$ cat config.mk
export PLATFORM = sky130hd
export DESIGN_NAME = id_ex_stage_flat
export DESIGN_NICKNAME = d
export VERILOG_FILES = /design/src/rtl/rv32_pkg.sv /design/src/rtl/id_ex_stage_if.sv /design/src/rtl/id_ex_stage_imm_gen.sv /design/src/rtl/id_ex_stage.sv /design/src/flat_wrapper.sv
export SDC_FILE = /design/constraint.sdc
export NUM_CORES = 1
export LEC_CHECK = 0
export BUFFER_PORTS_ARGS = -buffer_cell sky130_fd_sc_hd__buf_2
export CAP_MARGIN = 40
export CORE_AREA = 2 2 157 159
export CTS_BUF_LIST = sky130_fd_sc_hd__clkbuf_16
export DETAILED_ROUTE_END_ITERATION = 6
export DIE_AREA = 0 0 159 161
export SLEW_MARGIN = 20
export SYNTH_ARGS = -nofsm -noshare
export SYNTH_HDL_FRONTEND = slang
export SYNTH_SLANG_ARGS = --single-unit
$ cat constraint.sdc
create_clock -name clk -period 5.24 [get_ports clk]
set_clock_uncertainty 0.1 [all_clocks]
set_input_delay 0.262 -clock clk [delete_from_list [all_inputs] [get_ports clk]]
set_output_delay 0.262 -clock clk [all_outputs]
set_load 0.03 [all_outputs]
$ cat src/rtl/rv32_pkg.sv
// Shared RV32I decode constants and helpers for the ID/EX issue stage.
package rv32_pkg;

  localparam logic [6:0] OP_R      = 7'b0110011;
  localparam logic [6:0] OP_I      = 7'b0010011;
  localparam logic [6:0] OP_LOAD   = 7'b0000011;
  localparam logic [6:0] OP_STORE  = 7'b0100011;
  localparam logic [6:0] OP_BRANCH = 7'b1100011;

  localparam logic [1:0] ALU_TYPE_NONE   = 2'b00;
  localparam logic [1:0] ALU_TYPE_ARITH  = 2'b01;
  localparam logic [1:0] ALU_TYPE_BRANCH = 2'b10;

  localparam logic [2:0] ALU_ADD = 3'b000;
  localparam logic [2:0] ALU_AND = 3'b001;
  localparam logic [2:0] ALU_OR  = 3'b010;
  localparam logic [2:0] ALU_XOR = 3'b011;
  localparam logic [2:0] ALU_SRL = 3'b100;
  localparam logic [2:0] ALU_SLL = 3'b101;
  localparam logic [2:0] ALU_LT  = 3'b111;

  // SLT and SLTU share one compare op; SRA executes as SRL on this ALU.
  function automatic logic [2:0] funct3_to_aluop(input logic [2:0] funct3);
    logic [2:0] op;
    case (funct3)
      3'b000:  op = ALU_ADD;
      3'b001:  op = ALU_SLL;
      3'b010:  op = ALU_LT;
      3'b011:  op = ALU_LT;
      3'b100:  op = ALU_XOR;
      3'b101:  op = ALU_SRL;
      3'b110:  op = ALU_OR;
      default: op = ALU_AND;
    endcase
    return op;
  endfunction

endpackage

$ cat src/rtl/id_ex_stage_if.sv
// ID/EX pipeline register bus: driven by the issue stage, consumed by the ALU.
interface id_ex_stage_if #(
  parameter int XLEN = 32
);
  logic [XLEN-1:0] ID_EX_A;
  logic [XLEN-1:0] ID_EX_BI;
  logic [XLEN-1:0] ID_EX_B;
  logic [XLEN-1:0] ID_EX_IMM;
  logic [31:0]     ID_EX_PC;
  logic [1:0]      alu_type_sel;
  logic [2:0]      alucontrol;
  logic [6:0]      alucontrol7;
  logic [4:0]      ID_EX_rd;
  logic            ID_EX_regwrite;
  logic            ID_EX_memread;
  logic            ID_EX_memwrite;
  logic            ID_EX_valid;

  modport master (
    output ID_EX_A, ID_EX_BI, ID_EX_B, ID_EX_IMM, ID_EX_PC,
           alu_type_sel, alucontrol, alucontrol7, ID_EX_rd,
           ID_EX_regwrite, ID_EX_memread, ID_EX_memwrite, ID_EX_valid
  );

  modport slave (
    input  ID_EX_A, ID_EX_BI, ID_EX_B, ID_EX_IMM, ID_EX_PC,
           alu_type_sel, alucontrol, alucontrol7, ID_EX_rd,
           ID_EX_regwrite, ID_EX_memread, ID_EX_memwrite, ID_EX_valid
  );
endinterface

$ cat src/rtl/id_ex_stage_imm_gen.sv
// Immediate extraction and sign-extension for I, S and B formats; other formats yield 0.
module imm_gen
  import rv32_pkg::*;
#(
  parameter int XLEN = 32
) (
  input  logic [6:0]             opcode,
  input  logic [11:0]            ir_hi,   // IR[31:20]
  input  logic [4:0]             ir_lo,   // IR[11:7]
  output logic signed [XLEN-1:0] imm
);

  always_comb begin
    imm = '0;
    case (opcode)
      OP_I, OP_LOAD: imm = {{(XLEN-12){ir_hi[11]}}, ir_hi};
      OP_STORE:      imm = {{(XLEN-12){ir_hi[11]}}, ir_hi[11:5], ir_lo};
      OP_BRANCH:     imm = {{(XLEN-13){ir_hi[11]}}, ir_hi[11], ir_lo[0],
                            ir_hi[10:5], ir_lo[4:1], 1'b0};
      default:       imm = '0;
    endcase
  end

endmodule

$ cat src/rtl/id_ex_stage.sv
// RV32I decode/issue stage: operand forwarding, load-use detection and the ID/EX
// register feeding the execute ALU. Flush and stalls turn into bubbles; hold freezes.
module id_ex_stage
  import rv32_pkg::*;
#(
  parameter int XLEN   = 32,
  parameter bit FWD_EN = 1'b1
) (
  input  logic              clk,
  input  logic              rst_n,
  input  logic [31:0]       IF_ID_IR,
  input  logic [31:0]       IF_ID_PC,
  input  logic              IF_ID_valid,
  output logic [4:0]        rs1_addr,
  output logic [4:0]        rs2_addr,
  input  logic [XLEN-1:0]   rs1_data,
  input  logic [XLEN-1:0]   rs2_data,
  input  logic [4:0]        EX_MEM_rd,
  input  logic              EX_MEM_regwrite,
  input  logic [XLEN-1:0]   EX_MEM_ALU_OUT,
  input  logic [4:0]        MEM_WB_rd,
  input  logic              MEM_WB_regwrite,
  input  logic [XLEN-1:0]   MEM_WB_data,
  input  logic              flush,
  input  logic              hold,
  output logic              stall_if_id,
  id_ex_stage_if.master     ex_bus
);

  logic [6:0] opcode;
  logic [4:0] rd_f;
  logic [2:0] funct3;
  logic [6:0] funct7;
  logic       uses_rs2;
  logic       load_use;
  logic       kill;

  logic signed [XLEN-1:0] imm;
  logic [XLEN-1:0]        op_a;
  logic [XLEN-1:0]        op_b;

  logic [XLEN-1:0] a_p0, bi_p0, b_p0, imm_p0;
  logic [31:0]     pc_p0;
  logic [1:0]      type_p0;
  logic [2:0]      ctl_p0;
  logic [6:0]      ctl7_p0;
  logic [4:0]      rd_p0;
  logic            rw_p0, mr_p0, mw_p0, vld_p0;

  logic [XLEN-1:0] a_p1, bi_p1, b_p1, imm_p1;
  logic [31:0]     pc_p1;
  logic [1:0]      type_p1;
  logic [2:0]      ctl_p1;
  logic [6:0]      ctl7_p1;
  logic [4:0]      rd_p1;
  logic            rw_p1, mr_p1, mw_p1, vld_p1;

  assign opcode   = IF_ID_IR[6:0];
  assign rd_f     = IF_ID_IR[11:7];
  assign funct3   = IF_ID_IR[14:12];
  assign rs1_addr = IF_ID_IR[19:15];
  assign rs2_addr = IF_ID_IR[24:20];
  assign funct7   = IF_ID_IR[31:25];

  assign uses_rs2 = (opcode == OP_R) || (opcode == OP_STORE) || (opcode == OP_BRANCH);

  // rs1 is compared unconditionally; rs2 only when the format actually reads it.
  assign load_use = vld_p1 && mr_p1 && (rd_p1 != 5'd0) &&
                    ((rd_p1 == rs1_addr) || (uses_rs2 && (rd_p1 == rs2_addr)));

  assign stall_if_id = load_use && IF_ID_valid && !flush && !hold;
  assign kill        = flush || load_use || !IF_ID_valid;

  imm_gen #(.XLEN(XLEN)) u_imm_gen (
    .opcode (opcode),
    .ir_hi  (IF_ID_IR[31:20]),
    .ir_lo  (IF_ID_IR[11:7]),
    .imm    (imm)
  );

  // Forwarding: newest producer (EX/MEM) beats WB; x0 is hard zero.
  always_comb begin
    op_a = rs1_data;
    if (rs1_addr == 5'd0)
      op_a = '0;
    else if (FWD_EN && EX_MEM_regwrite && (EX_MEM_rd == rs1_addr))
      op_a = EX_MEM_ALU_OUT;
    else if (FWD_EN && MEM_WB_regwrite && (MEM_WB_rd == rs1_addr))
      op_a = MEM_WB_data;

    op_b = rs2_data;
    if (rs2_addr == 5'd0)
      op_b = '0;
    else if (FWD_EN && EX_MEM_regwrite && (EX_MEM_rd == rs2_addr))
      op_b = EX_MEM_ALU_OUT;
    else if (FWD_EN && MEM_WB_regwrite && (MEM_WB_rd == rs2_addr))
      op_b = MEM_WB_data;
  end

  // Decode into next ID/EX contents; everything defaults to a zeroed bubble.
  always_comb begin
    a_p0    = '0;
    bi_p0   = '0;
    b_p0    = '0;
    imm_p0  = '0;
    pc_p0   = '0;
    type_p0 = ALU_TYPE_NONE;
    ctl_p0  = ALU_ADD;
    ctl7_p0 = '0;
    rd_p0   = '0;
    rw_p0   = 1'b0;
    mr_p0   = 1'b0;
    mw_p0   = 1'b0;
    vld_p0  = 1'b0;

    if (!kill) begin
      case (opcode)
        OP_R: begin
          vld_p0  = 1'b1;
          type_p0 = ALU_TYPE_ARITH;
          ctl_p0  = funct3_to_aluop(funct3);
          ctl7_p0 = funct7;
          bi_p0   = op_b;
          rd_p0   = rd_f;
          rw_p0   = (rd_f != 5'd0);
        end
        OP_I: begin
          vld_p0  = 1'b1;
          type_p0 = ALU_TYPE_ARITH;
          ctl_p0  = funct3_to_aluop(funct3);
          bi_p0   = imm;
          rd_p0   = rd_f;
          rw_p0   = (rd_f != 5'd0);
        end
        OP_LOAD: begin
          vld_p0  = 1'b1;
          type_p0 = ALU_TYPE_ARITH;
          ctl_p0  = ALU_ADD;
          bi_p0   = imm;
          rd_p0   = rd_f;
          rw_p0   = (rd_f != 5'd0);
          mr_p0   = 1'b1;
        end
        OP_STORE: begin
          vld_p0  = 1'b1;
          type_p0 = ALU_TYPE_ARITH;
          ctl_p0  = ALU_ADD;
          bi_p0   = imm;
          mw_p0   = 1'b1;
        end
        OP_BRANCH: begin
          vld_p0  = 1'b1;
          type_p0 = ALU_TYPE_BRANCH;
          ctl_p0  = funct3;
          bi_p0   = op_b;
        end
        default: ;
      endcase

      if (vld_p0) begin
        a_p0   = op_a;
        b_p0   = op_b;
        imm_p0 = imm;
        pc_p0  = IF_ID_PC;
      end
    end
  end

  // ---- ID/EX register boundary ----
  always_ff @(posedge clk or negedge rst_n) begin
    if (!rst_n) begin
      a_p1    <= '0;
      bi_p1   <= '0;
      b_p1    <= '0;
      imm_p1  <= '0;
      pc_p1   <= '0;
      type_p1 <= ALU_TYPE_NONE;
      ctl_p1  <= '0;
      ctl7_p1 <= '0;
      rd_p1   <= '0;
      rw_p1   <= 1'b0;
      mr_p1   <= 1'b0;
      mw_p1   <= 1'b0;
      vld_p1  <= 1'b0;
    end else if (!hold) begin
      a_p1    <= a_p0;
      bi_p1   <= bi_p0;
      b_p1    <= b_p0;
      imm_p1  <= imm_p0;
      pc_p1   <= pc_p0;
      type_p1 <= type_p0;
      ctl_p1  <= ctl_p0;
      ctl7_p1 <= ctl7_p0;
      rd_p1   <= rd_p0;
      rw_p1   <= rw_p0;
      mr_p1   <= mr_p0;
      mw_p1   <= mw_p0;
      vld_p1  <= vld_p0;
    end
  end

  assign ex_bus.ID_EX_A        = a_p1;
  assign ex_bus.ID_EX_BI       = bi_p1;
  assign ex_bus.ID_EX_B        = b_p1;
  assign ex_bus.ID_EX_IMM      = imm_p1;
  assign ex_bus.ID_EX_PC       = pc_p1;
  assign ex_bus.alu_type_sel   = type_p1;
  assign ex_bus.alucontrol     = ctl_p1;
  assign ex_bus.alucontrol7    = ctl7_p1;
  assign ex_bus.ID_EX_rd       = rd_p1;
  assign ex_bus.ID_EX_regwrite = rw_p1;
  assign ex_bus.ID_EX_memread  = mr_p1;
  assign ex_bus.ID_EX_memwrite = mw_p1;
  assign ex_bus.ID_EX_valid    = vld_p1;

endmodule

$ cat src/flat_wrapper.sv
// flat-port wrapper written by rule: the top's interface ports become plain ports
module id_ex_stage_flat import rv32_pkg::*;
#(
  parameter int XLEN   = 32,
  parameter bit FWD_EN = 1'b1
)
  (clk, rst_n, IF_ID_IR, IF_ID_PC, IF_ID_valid, rs1_addr, rs2_addr, rs1_data, rs2_data, EX_MEM_rd, EX_MEM_regwrite, EX_MEM_ALU_OUT, MEM_WB_rd, MEM_WB_regwrite, MEM_WB_data, flush, hold, stall_if_id, ex_bus_ID_EX_A, ex_bus_ID_EX_BI, ex_bus_ID_EX_B, ex_bus_ID_EX_IMM, ex_bus_ID_EX_PC, ex_bus_alu_type_sel, ex_bus_alucontrol, ex_bus_alucontrol7, ex_bus_ID_EX_rd, ex_bus_ID_EX_regwrite, ex_bus_ID_EX_memread, ex_bus_ID_EX_memwrite, ex_bus_ID_EX_valid);
  id_ex_stage_if #(.XLEN(XLEN)) ex_bus_i ();
  input  logic clk;
  input  logic rst_n;
  input  logic [31:0] IF_ID_IR;
  input  logic [31:0] IF_ID_PC;
  input  logic IF_ID_valid;
  output logic [4:0] rs1_addr;
  output logic [4:0] rs2_addr;
  input  logic [XLEN-1:0] rs1_data;
  input  logic [XLEN-1:0] rs2_data;
  input  logic [4:0] EX_MEM_rd;
  input  logic EX_MEM_regwrite;
  input  logic [XLEN-1:0] EX_MEM_ALU_OUT;
  input  logic [4:0] MEM_WB_rd;
  input  logic MEM_WB_regwrite;
  input  logic [XLEN-1:0] MEM_WB_data;
  input  logic flush;
  input  logic hold;
  output logic stall_if_id;
  output wire logic [$bits(ex_bus_i.ID_EX_A)-1:0] ex_bus_ID_EX_A;
  output wire logic [$bits(ex_bus_i.ID_EX_BI)-1:0] ex_bus_ID_EX_BI;
  output wire logic [$bits(ex_bus_i.ID_EX_B)-1:0] ex_bus_ID_EX_B;
  output wire logic [$bits(ex_bus_i.ID_EX_IMM)-1:0] ex_bus_ID_EX_IMM;
  output wire logic [$bits(ex_bus_i.ID_EX_PC)-1:0] ex_bus_ID_EX_PC;
  output wire logic [$bits(ex_bus_i.alu_type_sel)-1:0] ex_bus_alu_type_sel;
  output wire logic [$bits(ex_bus_i.alucontrol)-1:0] ex_bus_alucontrol;
  output wire logic [$bits(ex_bus_i.alucontrol7)-1:0] ex_bus_alucontrol7;
  output wire logic [$bits(ex_bus_i.ID_EX_rd)-1:0] ex_bus_ID_EX_rd;
  output wire logic [$bits(ex_bus_i.ID_EX_regwrite)-1:0] ex_bus_ID_EX_regwrite;
  output wire logic [$bits(ex_bus_i.ID_EX_memread)-1:0] ex_bus_ID_EX_memread;
  output wire logic [$bits(ex_bus_i.ID_EX_memwrite)-1:0] ex_bus_ID_EX_memwrite;
  output wire logic [$bits(ex_bus_i.ID_EX_valid)-1:0] ex_bus_ID_EX_valid;
  assign ex_bus_ID_EX_A = ex_bus_i.ID_EX_A;
  assign ex_bus_ID_EX_BI = ex_bus_i.ID_EX_BI;
  assign ex_bus_ID_EX_B = ex_bus_i.ID_EX_B;
  assign ex_bus_ID_EX_IMM = ex_bus_i.ID_EX_IMM;
  assign ex_bus_ID_EX_PC = ex_bus_i.ID_EX_PC;
  assign ex_bus_alu_type_sel = ex_bus_i.alu_type_sel;
  assign ex_bus_alucontrol = ex_bus_i.alucontrol;
  assign ex_bus_alucontrol7 = ex_bus_i.alucontrol7;
  assign ex_bus_ID_EX_rd = ex_bus_i.ID_EX_rd;
  assign ex_bus_ID_EX_regwrite = ex_bus_i.ID_EX_regwrite;
  assign ex_bus_ID_EX_memread = ex_bus_i.ID_EX_memread;
  assign ex_bus_ID_EX_memwrite = ex_bus_i.ID_EX_memwrite;
  assign ex_bus_ID_EX_valid = ex_bus_i.ID_EX_valid;
  id_ex_stage #(.XLEN(XLEN), .FWD_EN(FWD_EN)) u_core (.clk(clk), .rst_n(rst_n), .IF_ID_IR(IF_ID_IR), .IF_ID_PC(IF_ID_PC), .IF_ID_valid(IF_ID_valid), .rs1_addr(rs1_addr), .rs2_addr(rs2_addr), .rs1_data(rs1_data), .rs2_data(rs2_data), .EX_MEM_rd(EX_MEM_rd), .EX_MEM_regwrite(EX_MEM_regwrite), .EX_MEM_ALU_OUT(EX_MEM_ALU_OUT), .MEM_WB_rd(MEM_WB_rd), .MEM_WB_regwrite(MEM_WB_regwrite), .MEM_WB_data(MEM_WB_data), .flush(flush), .hold(hold), .stall_if_id(stall_if_id), .ex_bus(ex_bus_i));
endmodule
Word-level counts from Yosys, hierarchy flattened

Index checks and enable logic that the tools add are counted.
Widths: inputs -> output; s select.

Register bits after elaboration: 181
Output and inout port bits: 192
Logic and storage cells: 97

Equality and inequality tests: 17
Muxes and demuxes: 35
Reductions and logical operators: 32

Operators with widths:

| operator           | count |
|---|---|
| $mux 32            | 15 |
| $pmux 32 s3        | 1 |
| $pmux 32 s2        | 1 |
| $eq 5x5->1         | 6 |
| $pmux 3 s6         | 1 |
| $eq 7x6->1 const B | 2 |
| $mux 7             | 2 |
| $logic_and 1x1->1  | 11 |
| $logic_not 5->1    | 2 |
| $mux 5             | 2 |
| $reduce_bool 5->1  | 2 |
| $eq 3x3->1 const B | 3 |
| $mux 1             | 9 |
| $reduce_or 2->1    | 4 |
| $eq 7x2->1 const B | 1 |
| $eq 7x5->1 const B | 1 |
| $eq 7x7->1 const B | 1 |
| $eq 3x2->1 const B | 2 |
| $pmux 3 s2         | 1 |
| $reduce_or 3->1    | 2 |
| $logic_or 1x1->1   | 5 |
| $reduce_or 5->1    | 1 |
| $pmux 2 s2         | 1 |
| $reduce_or 4->1    | 1 |
| other kinds (5)    | 7 |

Logic depth before layout (Yosys ltp)

Word-level depth: 11
Depth in mapped cells: 9
Mapped depth without buffers: 6

Hierarchy

A second synthesis with hierarchy kept.

Cell total of the unflattened synthesis: 896
Area total of the unflattened synthesis: 9316.4 um^2

By module, submodules not included:

| module      | times used | cells each | area each (um^2) | seq. area each (um^2) |
|---|---|---|---|---|
| id_ex_stage | 1          | 848        | 8956.1           | 4529.3 |
| imm_gen     | 1          | 48         | 360.3            | 0.0 |

Worst setup path before layout

No wires, ideal clock.

Path kind: flip-flop to output port
From: reg u_core.rd_p1[0] (netlist: u_core.ex_bus.ID_EX_rd[0])
To: out stall_if_id
Data arrival time: 2435 ps
Required time: 4878 ps
Path slack: 2443 ps
Cell stages (with the launch flop): 6
Buffers on the path: 0
Cell sequence: dfrtp_1 > xnor2_1 > nand4_1 > a2111oi_4 > o2111ai_2 > nor4b_1

Word-level cells in the longest chain between the ends: 7
Elaborated cells on any way between the ends: 10
Classes of those cells: eq/ne (2); reduce/logical (8)

Ends and longest elaborated chain:

| what                                | RTL line           | RTL |
|---|---|---|
| start, declared                     | id_ex_stage.sv:55  | `logic [4:0] rd_p1;` |
| start signal, assigned              | id_ex_stage.sv:194 | `rd_p1 <= rd_p0;` |
| $eq 5x5->1                          | id_ex_stage.sv:69  | `((rd_p1 == rs1_addr) \|\| (uses_rs2 && (rd_p1 == rs2_addr)));` |
| $logic_and 1x1->1                   | id_ex_stage.sv:69  |  |
| $logic_or 1x1->1                    | id_ex_stage.sv:69  |  |
| $logic_and 1x1->1 (*)               | id_ex_stage.sv:68  | `assign load_use = vld_p1 && mr_p1 && (rd_p1 != 5'd0) &&` |
| $logic_and 1x1->1 (*) (3 in series) | id_ex_stage.sv:71  | `assign stall_if_id = load_use && IF_ID_valid && !flush && !hold;` |
| end, declared                       | flat_wrapper.sv:26 | `output logic stall_if_id;` |

Every way passes the cells marked *; elsewhere a longest branch is shown, timed or not.

Worst setup path after layout

From: reg u_core.rd_p1[3] (netlist: u_core.ex_bus.ID_EX_rd[3])
To: out stall_if_id

Same word-level chain as after synthesis.

==> results.sh <==
export IMPL_ctsHtreeMaxLevel=4
export IMPL_final_common_cell="buf_2"
export IMPL_clk_path_buf_depth=2
export IMPL_grt_pass1_wl_mm=50.5
export IMPL_synth_fp_nets=1089
export IMPL_hold_path_end="u_core.ex_bus.alucontrol7[6]"
export IMPL_nets=1443
export IMPL_ys_warn_count=0
export IMPL_cts_buffers=17
export IMPL_avgSynthCellArea_sq_um=9.54
export IMPL_maxCapViolCount=0
export IMPL_netlist_area_leader_share_pct=48.3
export IMPL_synth_area_top_cells="dfrtp_1, a22o_1, o21ai_0"
export IMPL_first_pass_iters=5
export IMPL_r2r_end="u_core.ex_bus.ID_EX_BI[3]"
export IMPL_first_iter_violations=633
export IMPL_power_leakage_nw=5.69
export IMPL_cts_reportedPaths_clkPinSlew_ns=0.07
export IMPL_cts_sinks=162
export IMPL_post_route_period_util_pct=53.9
export IMPL_status="complete, no violations"
export IMPL_synthCells=880
export IMPL_crit_path_max_fanout=7
export IMPL_min_delay_start="IF_ID_IR[31]"
export IMPL_timing_rr_start="u_core.ex_bus.ID_EX_rd[3]"
export IMPL_ff2ff_path_depth=6
export IMPL_synthArstFlopShare_pct=100
export IMPL_die_x_um=159
export IMPL_port_buffers=400
export IMPL_synth_top_area_cell="dfrtp_1"
export IMPL_root_buffer="clkbuf_16"
export IMPL_ys_seq_elements=162
export IMPL_dieHeight_um=161
export IMPL_period_minus_slack_ns=2.83
export IMPL_slew_viol_final=0
export IMPL_hold_depth=2
export IMPL_vdd_drop_max_mv=0.138
export IMPL_grt_pass1_vias=8542
export IMPL_core_sq_um=24000
export IMPL_drt_total_wl_mm=33.5
export IMPL_final_cell_mix="buf_2, dfrtp_1, nand2_1, o21ai_0, a22o_1"
export IMPL_finalSetupViolations=0
export IMPL_endpoint_kind="output port"
export IMPL_ios=401
export IMPL_start_util_pct=35.0
export IMPL_wl_per_cell_um=21.3
export IMPL_reg2reg_slack_ns=2.55
export IMPL_grt_overflow=0
export IMPL_rows=57
export IMPL_cp_arrival_ns=2.46
export IMPL_post_cts_resized=0
export IMPL_drc=0
export IMPL_detail_route_antenna_nets=0
export IMPL_clk_latency_ns=0.43
export IMPL_vias=8602
export IMPL_worstMarginPinSlew_ns=0.907
export IMPL_grt_usage_pct=25.3
export IMPL_synth_cell_type_count=49
export IMPL_synth_edf_count=0
export IMPL_area_growth_pct=35.0
export IMPL_tritoncts="built"
export IMPL_dp_hpwl_mm=24.7
export IMPL_place_congestion=0.925
export IMPL_critPathLaunchType="flip-flop"
export IMPL_relSlewSlack_pct=39.4
export IMPL_antenna_found_initial=3
export IMPL_synth_ff_type="dfrtp_1"
export IMPL_max_freq_mhz=354
export IMPL_finalHoldViolCount=0
export IMPL_fin_util_pct=47.3
export IMPL_power_density_nw_per_um2=256
export IMPL_crit_type="reg2out"
export IMPL_hold_path_class="in2reg"
export IMPL_drive_above_1_share_pct=37.7
export IMPL_rsz0062_at_grt="false"
export IMPL_grt_max_degree=99
export IMPL_finalSetupTns_ns=0
export IMPL_worstPathRequired_ns=4.88
export IMPL_viasPerCell=5.47
export IMPL_synth_seq_area_share_pct=48.3
export IMPL_dieArea_sq_um=25600
export IMPL_syn_area_sq_um=8400
## worst max-delay path by stage
stage                              start                           to  cells past startpoint
2_1_floorplan  u_core.ex_bus.ID_EX_rd[0]                  stall_if_id                      5
3_3_place_gp                 IF_ID_IR[2]   u_core.ex_bus.ID_EX_BI[12]                      7
3_5_place_dp                        hold  u_core.ex_bus.alucontrol[0]                      4
4_1_cts        u_core.ex_bus.ID_EX_rd[3]                  stall_if_id                      6
5_1_grt        u_core.ex_bus.ID_EX_rd[3]                  stall_if_id                      6
6_report       u_core.ex_bus.ID_EX_rd[3]                  stall_if_id                      6
## timing repair
item	4_1_cts	5_1_grt
hold endpoints to repair	76	0
hold buffers	33	0
setup buffers	0	0
## metal layers
metal  wire length, um  vias to the layer above  global-route usage (%)
met4               903                        2                    8.39
met5                11                        -                       0
met2             17000                      386                    44.9
li1                  -                     3958                       -
met3              2250                       59                    6.14
met1             13300                     4197                    30.2
## kinds of logic after synthesis
| kind of cell | count (synthesis) | synth area share (%) |
|---|---|---|
| muxes | 1 | 0.119 |
| xor gates and xnor gates | 31 | 3.23 |
| AOI/OAI and AO/OA | 340 | 27.5 |
| DFF | 162 | 48.3 |
| and+or+nand+nor | 224 | 12.9 |
| buffers and inverters | 122 | 7.94 |
## synthesized netlist by cell type, drive strengths merged, types with 2 or more instances
master / count
nor2: 7
a22oi: 11
o2bb2ai: 30
or4: 3
or2: 9
o21ai: 108
clkbuf: 66
o2111ai: 2
a32o: 20
xnor2: 28
nand4: 36
and3: 2
o31ai: 2
nand3: 3
and2: 2
a31oi: 34
nor3b: 2
inv: 3
xor2: 3
nor3: 38
dfrtp: 162
a21oi: 57
buf: 48
a22o: 71
nand2: 117
dlygate4sd3: 3
## metrics by stage
step                instance area (sq um)  setup slack (ns)  power (mW)  std cells  hold WS [ns]
finish                              11300              2.41        2.90       1573        0.0298
detailed placement                  10400              2.49        1.65       1505         0.107
CTS                                 11300              2.37        2.93       1570        0.0149
global placement                    10300              1.95        1.64       1499         0.114
floorplan                            8400              2.44        1.46        880        -0.134
global route                        11300              2.23        3.01       1573        0.0148
## final cells by class
| type | count | area [sq um] |
|---|---|---|
| sequential | 162 | 4050 |
| inverter | 3 | 11.3 |
| clock inverter | 15 | 156 |
| fill | 2407 | 12600 |
| timing repair buffer | 454 | 2580 |
| tap | 324 | 405 |
| clock buffer | 17 | 425 |
| multi-input combinational | 596 | 3700 |
| antenna | 2 | 5.00 |
## state kept, by name (all words and copies together) (netlist names), 2 cells and up
register and cells:
u_core.ex_bus.ID_EX_IMM 13, u_core.ex_bus.alucontrol7 7, u_core.ex_bus.ID_EX_B 32, u_core.ex_bus.ID_EX_rd 5, u_core.ex_bus.ID_EX_PC 32, u_core.ex_bus.alucontrol 3, u_core.ex_bus.ID_EX_A 32, u_core.ex_bus.ID_EX_BI 32
u_core.ex_bus.alu_type_sel 2
## worst max-delay path: stages (launching register included)
cell and delay, ns:
dfrtp_1 0.49, xnor2_1 0.21, nand4_1 0.20, a2111oi_4 0.33, o2111ai_2 0.27, nor4b_1 0.29, buf_2 0.24
## power by group
group	internal, mW	switching [mW]	leakage, nW
registers	1.26	0.00378	2.26
clock network	0.709	0.547	0.291
logic	0.146	0.237	3.14
No activity file was read; power rests on OpenSTA's default activity.
